### src/rtl/kv_cache_lru.sv
// Key/value lookup cache: insertion-order eviction, in-place update, multi-cycle flush FSM.
// Optional hit/miss statistics counters are built when KV_CACHE_STATS_EN is defined.
module kv_cache_lru #(
    parameter int unsigned WORDS = 8,
    parameter int unsigned KEY_W = 8,
    parameter int unsigned VAL_W = 8,
    parameter int unsigned CNT_W = 16
) (
    input  logic                       clk_i,
    input  logic                       reset_ni,
    input  logic                       lk_valid_i,
    output logic                       lk_ready_o,
    input  logic [KEY_W-1:0]           lk_key_i,
    output logic                       rs_valid_o,
    output logic                       rs_hit_o,
    output logic [VAL_W-1:0]           rs_value_o,
    input  logic                       up_valid_i,
    output logic                       up_ready_o,
    input  logic [KEY_W-1:0]           up_key_i,
    input  logic [VAL_W-1:0]           up_value_i,
    output logic                       ev_valid_o,
    output logic [KEY_W-1:0]           ev_key_o,
    input  logic                       flush_i,
    output logic                       flush_done_o,
`ifdef KV_CACHE_STATS_EN
    output logic [CNT_W-1:0]           hit_count_o,
    output logic [CNT_W-1:0]           miss_count_o,
`endif
    output logic [$clog2(WORDS+1)-1:0] occupancy_o
);

    localparam int unsigned IdxW = $clog2(WORDS);
    localparam int unsigned OccW = $clog2(WORDS+1);

    typedef enum logic [0:0] {StIdle, StFlush} state_e;

    state_e             state_q, state_d;
    logic [IdxW-1:0]    idx_q, idx_d;
    logic               ready_q, ready_d;
    logic [WORDS-1:0]   valid_q, valid_d;
    logic [KEY_W-1:0]   key_q [WORDS];
    logic [KEY_W-1:0]   key_d [WORDS];
    logic [VAL_W-1:0]   val_q [WORDS];
    logic [VAL_W-1:0]   val_d [WORDS];
    logic [OccW-1:0]    occ_q, occ_d;
    logic               rs_valid_q, rs_valid_d;
    logic               rs_hit_q, rs_hit_d;
    logic [VAL_W-1:0]   rs_value_q, rs_value_d;
    logic               ev_valid_q, ev_valid_d;
    logic [KEY_W-1:0]   ev_key_q, ev_key_d;

    logic               lk_acc, up_acc, flush_done;
    logic               lk_hit, up_hit;
    logic [VAL_W-1:0]   lk_val;
    logic [IdxW-1:0]    up_idx;

    assign lk_acc = lk_valid_i & ready_q;
    assign up_acc = up_valid_i & ready_q;

    // Search from oldest to newest so the lowest matching index wins.
    always_comb begin
        lk_hit = 1'b0;
        lk_val = '0;
        up_hit = 1'b0;
        up_idx = '0;
        for (int i = WORDS - 1; i >= 0; i--) begin
            if (valid_q[i] && key_q[i] == lk_key_i) begin
                lk_hit = 1'b1;
                lk_val = val_q[i];
            end
            if (valid_q[i] && key_q[i] == up_key_i) begin
                up_hit = 1'b1;
                up_idx = IdxW'(i);
            end
        end
    end

    always_comb begin
        state_d    = state_q;
        idx_d      = idx_q;
        valid_d    = valid_q;
        key_d      = key_q;
        val_d      = val_q;
        occ_d      = occ_q;
        flush_done = 1'b0;
        rs_valid_d = lk_acc;
        rs_hit_d   = lk_acc & lk_hit;
        rs_value_d = lk_acc ? lk_val : '0;
        ev_valid_d = 1'b0;
        ev_key_d   = '0;

        if (up_acc) begin
            if (up_hit) begin
                val_d[up_idx] = up_value_i;
            end else begin
                for (int i = WORDS - 1; i > 0; i--) begin
                    valid_d[i] = valid_q[i-1];
                    key_d[i]   = key_q[i-1];
                    val_d[i]   = val_q[i-1];
                end
                valid_d[0] = 1'b1;
                key_d[0]   = up_key_i;
                val_d[0]   = up_value_i;
                ev_valid_d = valid_q[WORDS-1];
                ev_key_d   = valid_q[WORDS-1] ? key_q[WORDS-1] : '0;
                if (occ_q != OccW'(WORDS)) begin
                    occ_d = occ_q + OccW'(1);
                end
            end
        end

        unique case (state_q)
            StIdle: begin
                if (flush_i) begin
                    state_d = StFlush;
                    idx_d   = '0;
                end
            end
            StFlush: begin
                valid_d[idx_q] = 1'b0;
                idx_d          = idx_q + IdxW'(1);
                if (idx_q == IdxW'(WORDS - 1)) begin
                    state_d    = StIdle;
                    idx_d      = '0;
                    occ_d      = '0;
                    flush_done = 1'b1;
                end
            end
            default: state_d = StIdle;
        endcase

        ready_d = (state_d == StIdle);
    end

    always_ff @(posedge clk_i or negedge reset_ni) begin
        if (!reset_ni) begin
            state_q    <= StIdle;
            idx_q      <= '0;
            ready_q    <= 1'b0;
            valid_q    <= '0;
            occ_q      <= '0;
            rs_valid_q <= 1'b0;
            rs_hit_q   <= 1'b0;
            rs_value_q <= '0;
            ev_valid_q <= 1'b0;
            ev_key_q   <= '0;
            for (int i = 0; i < WORDS; i++) begin
                key_q[i] <= '0;
                val_q[i] <= '0;
            end
        end else begin
            state_q    <= state_d;
            idx_q      <= idx_d;
            ready_q    <= ready_d;
            valid_q    <= valid_d;
            occ_q      <= occ_d;
            rs_valid_q <= rs_valid_d;
            rs_hit_q   <= rs_hit_d;
            rs_value_q <= rs_value_d;
            ev_valid_q <= ev_valid_d;
            ev_key_q   <= ev_key_d;
            key_q      <= key_d;
            val_q      <= val_d;
        end
    end

`ifdef KV_CACHE_STATS_EN
    logic [CNT_W-1:0] hit_cnt_q, hit_cnt_d;
    logic [CNT_W-1:0] miss_cnt_q, miss_cnt_d;

    always_comb begin
        hit_cnt_d  = hit_cnt_q;
        miss_cnt_d = miss_cnt_q;
        if (flush_done) begin
            hit_cnt_d  = '0;
            miss_cnt_d = '0;
        end else if (lk_acc) begin
            if (lk_hit && hit_cnt_q != '1) begin
                hit_cnt_d = hit_cnt_q + CNT_W'(1);
            end
            if (!lk_hit && miss_cnt_q != '1) begin
                miss_cnt_d = miss_cnt_q + CNT_W'(1);
            end
        end
    end

    always_ff @(posedge clk_i or negedge reset_ni) begin
        if (!reset_ni) begin
            hit_cnt_q  <= '0;
            miss_cnt_q <= '0;
        end else begin
            hit_cnt_q  <= hit_cnt_d;
            miss_cnt_q <= miss_cnt_d;
        end
    end

    assign hit_count_o  = hit_cnt_q;
    assign miss_count_o = miss_cnt_q;
`endif

    assign lk_ready_o   = ready_q;
    assign up_ready_o   = ready_q;
    assign rs_valid_o   = rs_valid_q;
    assign rs_hit_o     = rs_hit_q;
    assign rs_value_o   = rs_value_q;
    assign ev_valid_o   = ev_valid_q;
    assign ev_key_o     = ev_key_q;
    assign flush_done_o = flush_done;
    assign occupancy_o  = occ_q;

endmodule
### config.mk
export PLATFORM = sky130hd
export DESIGN_NAME = kv_cache_lru
export DESIGN_NICKNAME = d
export VERILOG_FILES = /design/src/rtl/kv_cache_lru.sv
export SDC_FILE = /design/constraint.sdc
export NUM_CORES = 1
export LEC_CHECK = 0
export CELL_PAD_IN_SITES_DETAIL_PLACEMENT = 2
export CELL_PAD_IN_SITES_GLOBAL_PLACEMENT = 2
export CORE_AREA = 4 4 175 126
export DETAILED_ROUTE_END_ITERATION = 8
export DIE_AREA = 0 0 179 130
export PLACE_DENSITY_LB_ADDON = 0.1
export SYNTH_ARGS = -nofsm -noshare
export SYNTH_HDL_FRONTEND = slang
export SYNTH_SLANG_ARGS = --single-unit
export TNS_END_PERCENT = 50
### constraint.sdc
create_clock -name clk_i -period 5.3 [get_ports clk_i]
set_clock_uncertainty 0.2 [all_clocks]
set_input_delay 1.06 -clock clk_i [delete_from_list [all_inputs] [get_ports clk_i]]
set_output_delay 1.06 -clock clk_i [all_outputs]
set_load 0.01 [all_outputs]
==> out/qor.txt, run 1 <==
cell accounting for the most synthesized area: sky130_fd_sc_hd__dfrtp_1
Lkg Pwr: 0.004279 µW
Post-synth top flop: sky130_fd_sc_hd__dfrtp_1
CP Data Required Time: 5.48 ns
startpoint of the tightest hold check path: val_q[5]$_DFFE_PN0P_
total number of yosys warnings: 0
power density over cell area: 510.5 nW/µm²
most numerous cell in the Yosys netlist: sky130_fd_sc_hd__dfrtp_1
post-synthesis mux area share: 14.14%
reg2reg path depth: 7
sequential area share after synthesis: 46.34%
complex-gate fraction of the synthesized area: 10.98%
post-detail-place hpwl: 21.67 mm
routed via count divided by cell count: 6.024
global-route total usage across every layer: 27.16%
nets in the synthesized netlist: 804
Global Route met2 Usage: 40.74%
clock-pin slew reported for the worst setup and hold paths after clock tree synthesis: 0.07 ns
number of synthesized flops with an enable pin: 0
launch instance of the worst register-to-register path: key_q[20]$_DFFE_PN0P_
result of the run: completed
number of synthesized register bits: 164
area growth from synthesis to final layout: 15.40%
largest voltage drop on the vdd net: 0.0002116 V
pin count of the biggest net entering global routing: 101
share of layout cells above drive strength 1: 20.31%
r2r endpoint: val_q[32]$_DFFE_PN0P_
Core Box Area: 20,420 µm²
die outline width: 179 µm
capturing element of the worst setup path: val_q[32]$_DFFE_PN0P_
Synth area leaders: sky130_fd_sc_hd__dfrtp_1 46%, sky130_fd_sc_hd__mux2_2 12%, sky130_fd_sc_hd__xnor2_1 11%
final critical-path required period: 4.413 ns
fraction of the mapped netlist area in simple logic gates: 12.21%
CTS H-Tree Depth: 4
Detailed Route Iter0 Violations: 572
headroom to the max-slew limit: 20.56%
number of antenna violations at the first check in global routing: 0
setup slack of the most critical reg-to-reg path: 2.01 ns
count of buffers inserted at the top-level ports: 54
combinational family with the most area after synthesis: multiplexers
number of vias after detailed routing: 6,645
final net count: 847
top cell types by occurrence after synthesis: 164 x sky130_fd_sc_hd__dfrtp_1, 107 x sky130_fd_sc_hd__xnor2_1, 97 x sky130_fd_sc_hd__mux2_2
GR Layer Usage met1: 40.27%
number of cells produced by synthesis: 771
vias in the first global route: 7,389
mean instance size in the synthesized netlist: 11.49 µm²
Tcrit/Tclk final: 83.26%
count of final hold-check violations: 0
proportion of netlist area held by the largest area contributor: 46.34%
total negative slack for setup checks: 0 ns
data arrival time at the worst-slack endpoint: 4.59 ns
RSZ-0062 raised after global routing: no
maximum achievable frequency: 226.6 MHz
final count of pins violating max slew: 0
post-CTS setup-driven buffer insertion count: 0
TritonCTS clock tree: done
Initial Util: 43.36%
routed len/inst: 27.35 µm
share of synthesized cell area in full adder, half adder and majority cells: 0.5651%
crit end category: register
number of failing setup endpoints in the final timing report: 0
cell area after layout: 10,220 µm²
global-route wire length before repair: 46.91 mm
timing startpoint of the critical path: up_key_i[3]
maximum clock insertion buffer count: 2
clock sink count: 164
Placed Instance Area: 9624 µm²
XOR/XNOR Fraction of Synth Area: 12.66%
total die area: 23,270 µm²
Netlist cell types: 52
height of the chip: 130 µm
transition at the pin with the smallest max-transition slack: 1.182 ns
WS Path Type: input port to register
Synth Cell Area: 8856 µm²
met3 track utilization from global routing: 6.053%
clock network latency to the later pin of the worst-skew pair: 0.44 ns
ys async rst share: 100.0%
maximum fanout along the worst path: 47
number of top-level design ports: 55
final WL: 30.16 mm
hold crit path type: register to register
total of max-cap violations: 0
overflow left after global routing: 0
placement row count: 44
number of detailed-routing iterations run before antenna repair: 5
CTS Root Buffer Type: sky130_fd_sc_hd__clkbuf_16
Placer Congestion: 0.8979
element type at the critical path start: input port
routing layer with the top usage in global route: met2
antenna diode instance count: 0
number of buffers added to fix hold violations after cts: 0
count of unresolved DRC violations after routing: 0
clock buffers created by TritonCTS: 17
remaining number of nets flagged by the antenna check after routing: 0
cells resized by post-CTS repair: 0
## per-layer routing
metal / part of all wire [%] / up-vias
li1: - / 2892
met1: 49 / 3530
met2: 44 / 198
met3: 6.2 / 25
met4: 1.1 / 0
met5: 0 / -
## layout by cell type (no fill, tap or decap), drive strengths merged, types with 2 or more instances in the layout
cell type	instances
dfrtp	164
xnor2	107
mux2	97
clkdlybuf4s50	53
nand2	35
a221o	26
o21ai	23
nor2	22
xor2	21
and2	21
and3	20
nand3	20
nor3	19
clkbuf	17
buf	17
nand4	17
mux2i	16
a22oi	16
o2bb2ai	16
a21oi	13
inv	10
or3	9
a22o	9
nor4	9
clkinv	5
nor2b	4
o221ai	4
a211oi	4
ha	4
a31oi	3
a221oi	3
or2	3
nand2b	3
clkinvlp	3
o211ai	2
a41oi	2
nor3b	2
bufinv	2
## worst max-delay path, cell delays in order
cell                              delay (ns)
sky130_fd_sc_hd__clkdlybuf4s50_1        0.78
sky130_fd_sc_hd__xnor2_1                0.38
sky130_fd_sc_hd__nand4_1                0.14
sky130_fd_sc_hd__nor3_1                 0.92
sky130_fd_sc_hd__nor4_4                 0.19
sky130_fd_sc_hd__and2_4                 0.38
sky130_fd_sc_hd__a21oi_2                0.47
sky130_fd_sc_hd__a221o_1                0.25
## area by class of cell
class                      count  area [µm²]
clock buffer                  17       425.4
clock inverter                15       170.2
fill                        2028       10200
inverter                       5       18.77
multi-input combinational    556        4494
sequential                   164        4104
tap                          276       345.3
timing repair buffer          70       661.9
## cell families (layout without fill, tap and decap cells)
family,Yosys count,after routing
AND/OR/NAND/NOR,189,189
buffers and inverters,51,107
flip-flops,164,164
multiplexers,113,113
adder cells (fa/ha/maj),4,4
XOR/XNOR,128,128
AO/OA/AOI/OAI,122,122
## sequential cells by signal, summed over array words and instances, names as in the netlist
name,count
key_q,64
idx_q,3
state_q,1
val_q,64
rs_valid_o,1
rs_value_o,8
lk_ready_o,1
ev_valid_o,1
ev_key_o,8
rs_hit_o,1
valid_q,8
occupancy_o,4
## power by group
| group | total [µW] | internal [µW] | switching, µW | leakage (µW) |
|---|---|---|---|---|
| Combinational | 1620 | 874 | 748 | 0.00183 |
| Clock | 1290 | 705 | 586 | 0.000284 |
| Sequential | 2310 | 1690 | 613 | 0.00216 |
## worst min-delay path by stage
stage                            endpoint  cells past startpoint
floorplan           val_q[28]$_DFFE_PN0P_                      1
global placement     val_q[1]$_DFFE_PN0P_                      1
detailed placement   val_q[5]$_DFFE_PN0P_                      1
CTS                  val_q[5]$_DFFE_PN0P_                      1
global route         val_q[5]$_DFFE_PN0P_                      1
finish               val_q[5]$_DFFE_PN0P_                      1
## metrics by stage
step	power, µW	utilization, %	cells	hold WS, ns	setup slack, ns
2_1_floorplan	3270	-	771	0.2694	2.024
3_3_place_gp	3747	47.12	1071	0.2887	0.7468
3_5_place_dp	3898	47.12	1071	0.2978	0.6386
4_1_cts	5233	50.04	1103	0.3126	0.9727
5_1_grt	5501	50.04	1103	0.3246	0.7644
6_report	5217	50.04	1103	0.3089	0.8870
No activity file was read; power rests on OpenSTA's default activity.
==> inputs of run 2 (changes only) <==
CORE_AREA = 4 4 181 130   (was 4 4 175 126)
DIE_AREA = 0 0 185 134   (was 0 0 179 130)
clock period = 4.4 ns   (was 5.3 ns; I/O delays follow)
==> out/qor.txt, run 2 (same netlist as run 1, synthesis figures left out) <==
CP Data Required Time: 4.49 ns (-0.99 ns)
number of antenna violations at the first check in global routing: 0 (unchanged)
number of detailed-routing iterations run before antenna repair: 5 (unchanged)
Min Hold Slack: 0.2527 ns (-0.05615 ns)
element type at the critical path start: input port
headroom to the max-slew limit: 14.71% (-5.9 points)
clock network latency to the later pin of the worst-skew pair: 0.44 ns (about the same)
top cell family by delay on the critical path: simple AND/OR/NAND/NOR gates
master of the slowest instance on the critical path: sky130_fd_sc_hd__nor4b_2
data arrival time at the worst-slack endpoint: 4.14 ns (-0.45 ns)
number of buffers added to fix hold violations after cts: 0 (unchanged)
transition at the pin with the smallest max-transition slack: 1.269 ns (+0.08631 ns)
buffer and inverter count on the worst path: 2 (+1)
highest metal layer used by the detailed router: met4
overall power: 6246 µW (+20%)
maximum clock insertion buffer count: 2 (unchanged)
final WL: 30.25 mm (+0.29%)
area growth from synthesis to final layout: 17.41%
power density over cell area: 600.7 nW/µm² (+18%)
clock-pin slew reported for the worst setup and hold paths after clock tree synthesis: 0.07 ns (about the same)
clock buffers created by TritonCTS: 17 (unchanged)
Initial Util: 40.96% (-2.4 points)
total negative slack for setup checks: 0 ns (unchanged)
CTS H-Tree Depth: 4 (unchanged)
Core Box Area: 21,620 µm² (+5.9%)
registers with the most flip-flops: key_q: 64 flops, val_q: 64 flops
clock sink count: 164 (unchanged)
TritonCTS clock tree: done
sum of met2 wire segment lengths after detailed routing: 13.02 mm (-1.7%)
Lkg Pwr: 0.004383 µW (+2.4%)
final critical-path required period: 4.058 ns
commonest cells after routing, fill and taps aside: 164 x sky130_fd_sc_hd__dfrtp_1, 107 x sky130_fd_sc_hd__xnor2_1, 97 x sky130_fd_sc_hd__mux2_2, 53 x sky130_fd_sc_hd__clkdlybuf4s50_1, 35 x sky130_fd_sc_hd__nand2_1
total of max-cap violations: 0 (unchanged)
count of unresolved DRC violations after routing: 0 (unchanged)
Tcrit/Tclk final: 92.23%
die outline width: 185 µm (+3.4%)
met3 wirelength from detailed routing: 1.736 mm (-7.4%)
height of the chip: 134 µm (+3.1%)
M1 WL: 15.17 mm (+3.1%)
number of top-level design ports: 55 (unchanged)
global-route total usage across every layer: 25.12% (-2.0 points)
WS Path Type: input port to register
Detailed Route Iter0 Violations: 692 (+21%)
remaining number of nets flagged by the antenna check after routing: 0 (unchanged)
final count of pins violating max slew: 0 (unchanged)
share of layout cells above drive strength 1: 22.01% (+1.7 points)
final net count: 865 (+2.1%)
crit end category: register
placement row count: 45 (+2.3%)
total die area: 24,790 µm² (+6.5%)
number of fill cells: 2,177 (+7.3%)
CTS Root Buffer Type: sky130_fd_sc_hd__clkbuf_16
overflow left after global routing: 0 (unchanged)
routed via count divided by cell count: 5.965 (-0.98%)
vias in the first global route: 7,420 (+0.42%)
maximum achievable frequency: 246.4 MHz
maximum fanout along the worst path: 9 (-81%)
number of vias after detailed routing: 6,723 (+1.2%)
cells resized by post-CTS repair: 0 (unchanged)
count of final hold-check violations: 0 (unchanged)
hold crit path type: input port to async pin
register area: 4104 µm² (unchanged)
antenna diode instance count: 0 (unchanged)
pin count of the biggest net entering global routing: 88 (-13%)
RSZ-0062 raised after global routing: no
multi-input logic area: 4494 µm² (unchanged)
global-route wire length before repair: 46.95 mm (about the same)
count of buffers inserted at the top-level ports: 54 (unchanged)
post-detail-place hpwl: 21.77 mm (+0.46%)
Placer Congestion: 0.8442 (-6.0%)
Critical Path Max Stage Delay: 1.09 ns (+0.17 ns)
routed len/inst: 26.84 µm (-1.8%)
largest voltage drop on the vdd net: 0.0003006 V (+42%)
number of failing setup endpoints in the final timing report: 0 (unchanged)
cell breakdown of the critical path: clkdlybuf4s50_1 > buf_4 > xnor2_1 > nand4_1 > nor3_1 > nor4b_2 > o21ai_4 > o2bb2ai_1
result of the run: completed
post-CTS setup-driven buffer insertion count: 0 (unchanged)
leading cell type in the layout, fill and taps excluded: sky130_fd_sc_hd__dfrtp_1
[run 2: per-layer routing]
| metal | up-vias | global-route usage [%] |
|---|---|---|
| met5 | - | 0 |
| met4 | 0 | 5.379 |
| li1 | 2914 | - |
| met2 | 198 | 36.96 |
| met3 | 27 | 5.557 |
| met1 | 3584 | 38.01 |
[run 2: through the flow]
stage	utilization (%)	instance area [µm²]	setup WS [ns]	instances
finish	48.09	10400	0.3421	1127
global route	48.09	10400	0.1622	1127
CTS	48.09	10400	0.4136	1127
detailed placement	45.41	9817	-0.05517	1095
global placement	45.41	9817	0.1524	1095
floorplan	-	8856	1.304	771
[run 2: power breakdown]
group          switching [µW]  internal (µW)  total (µW)
sequential                723           2040        2760
clock                     681            840        1520
combinational             877           1090        1960
[run 2: path summary, 6_finish.rpt]
kind | from | end | slack [ns] | cells past startpoint
setup / recovery | up_key_i[2] | val_q[13]$_DFFE_PN0P_ | 0.34 | 8
max in group asynchronous | reset_ni | key_q[32]$_DFFE_PN0P_ | 2.78 | 2
min in group clk_i | val_q[7]$_DFFE_PN0P_ | val_q[7]$_DFFE_PN0P_ | 0.30 | 1
setup reg to reg | key_q[30]$_DFFE_PN0P_ | rs_value_o[2]$_DFF_PN0_ | 1.18 | 9
hold / removal | reset_ni | ev_key_o[5]$_DFF_PN0_ | 0.25 | 1
hold reg to reg | val_q[7]$_DFFE_PN0P_ | val_q[7]$_DFFE_PN0P_ | 0.30 | 1
[run 2: cell type report]
type	count	area share (%)
Clock buffer	17	4.091
Tap cell	282	3.393
Timing Repair Buffer	88	8.147
Sequential cell	164	39.47
Clock inverter	15	1.492
Multi-Input combinational cell	556	43.22
Inverter	5	0.1805
==> inputs of run 3 (changes only) <==
CTS_CLUSTER_SIZE = 40   (was unset)
==> results of run 3 <==
No change in the layout: final DEF, timing and power equal those of run 2.
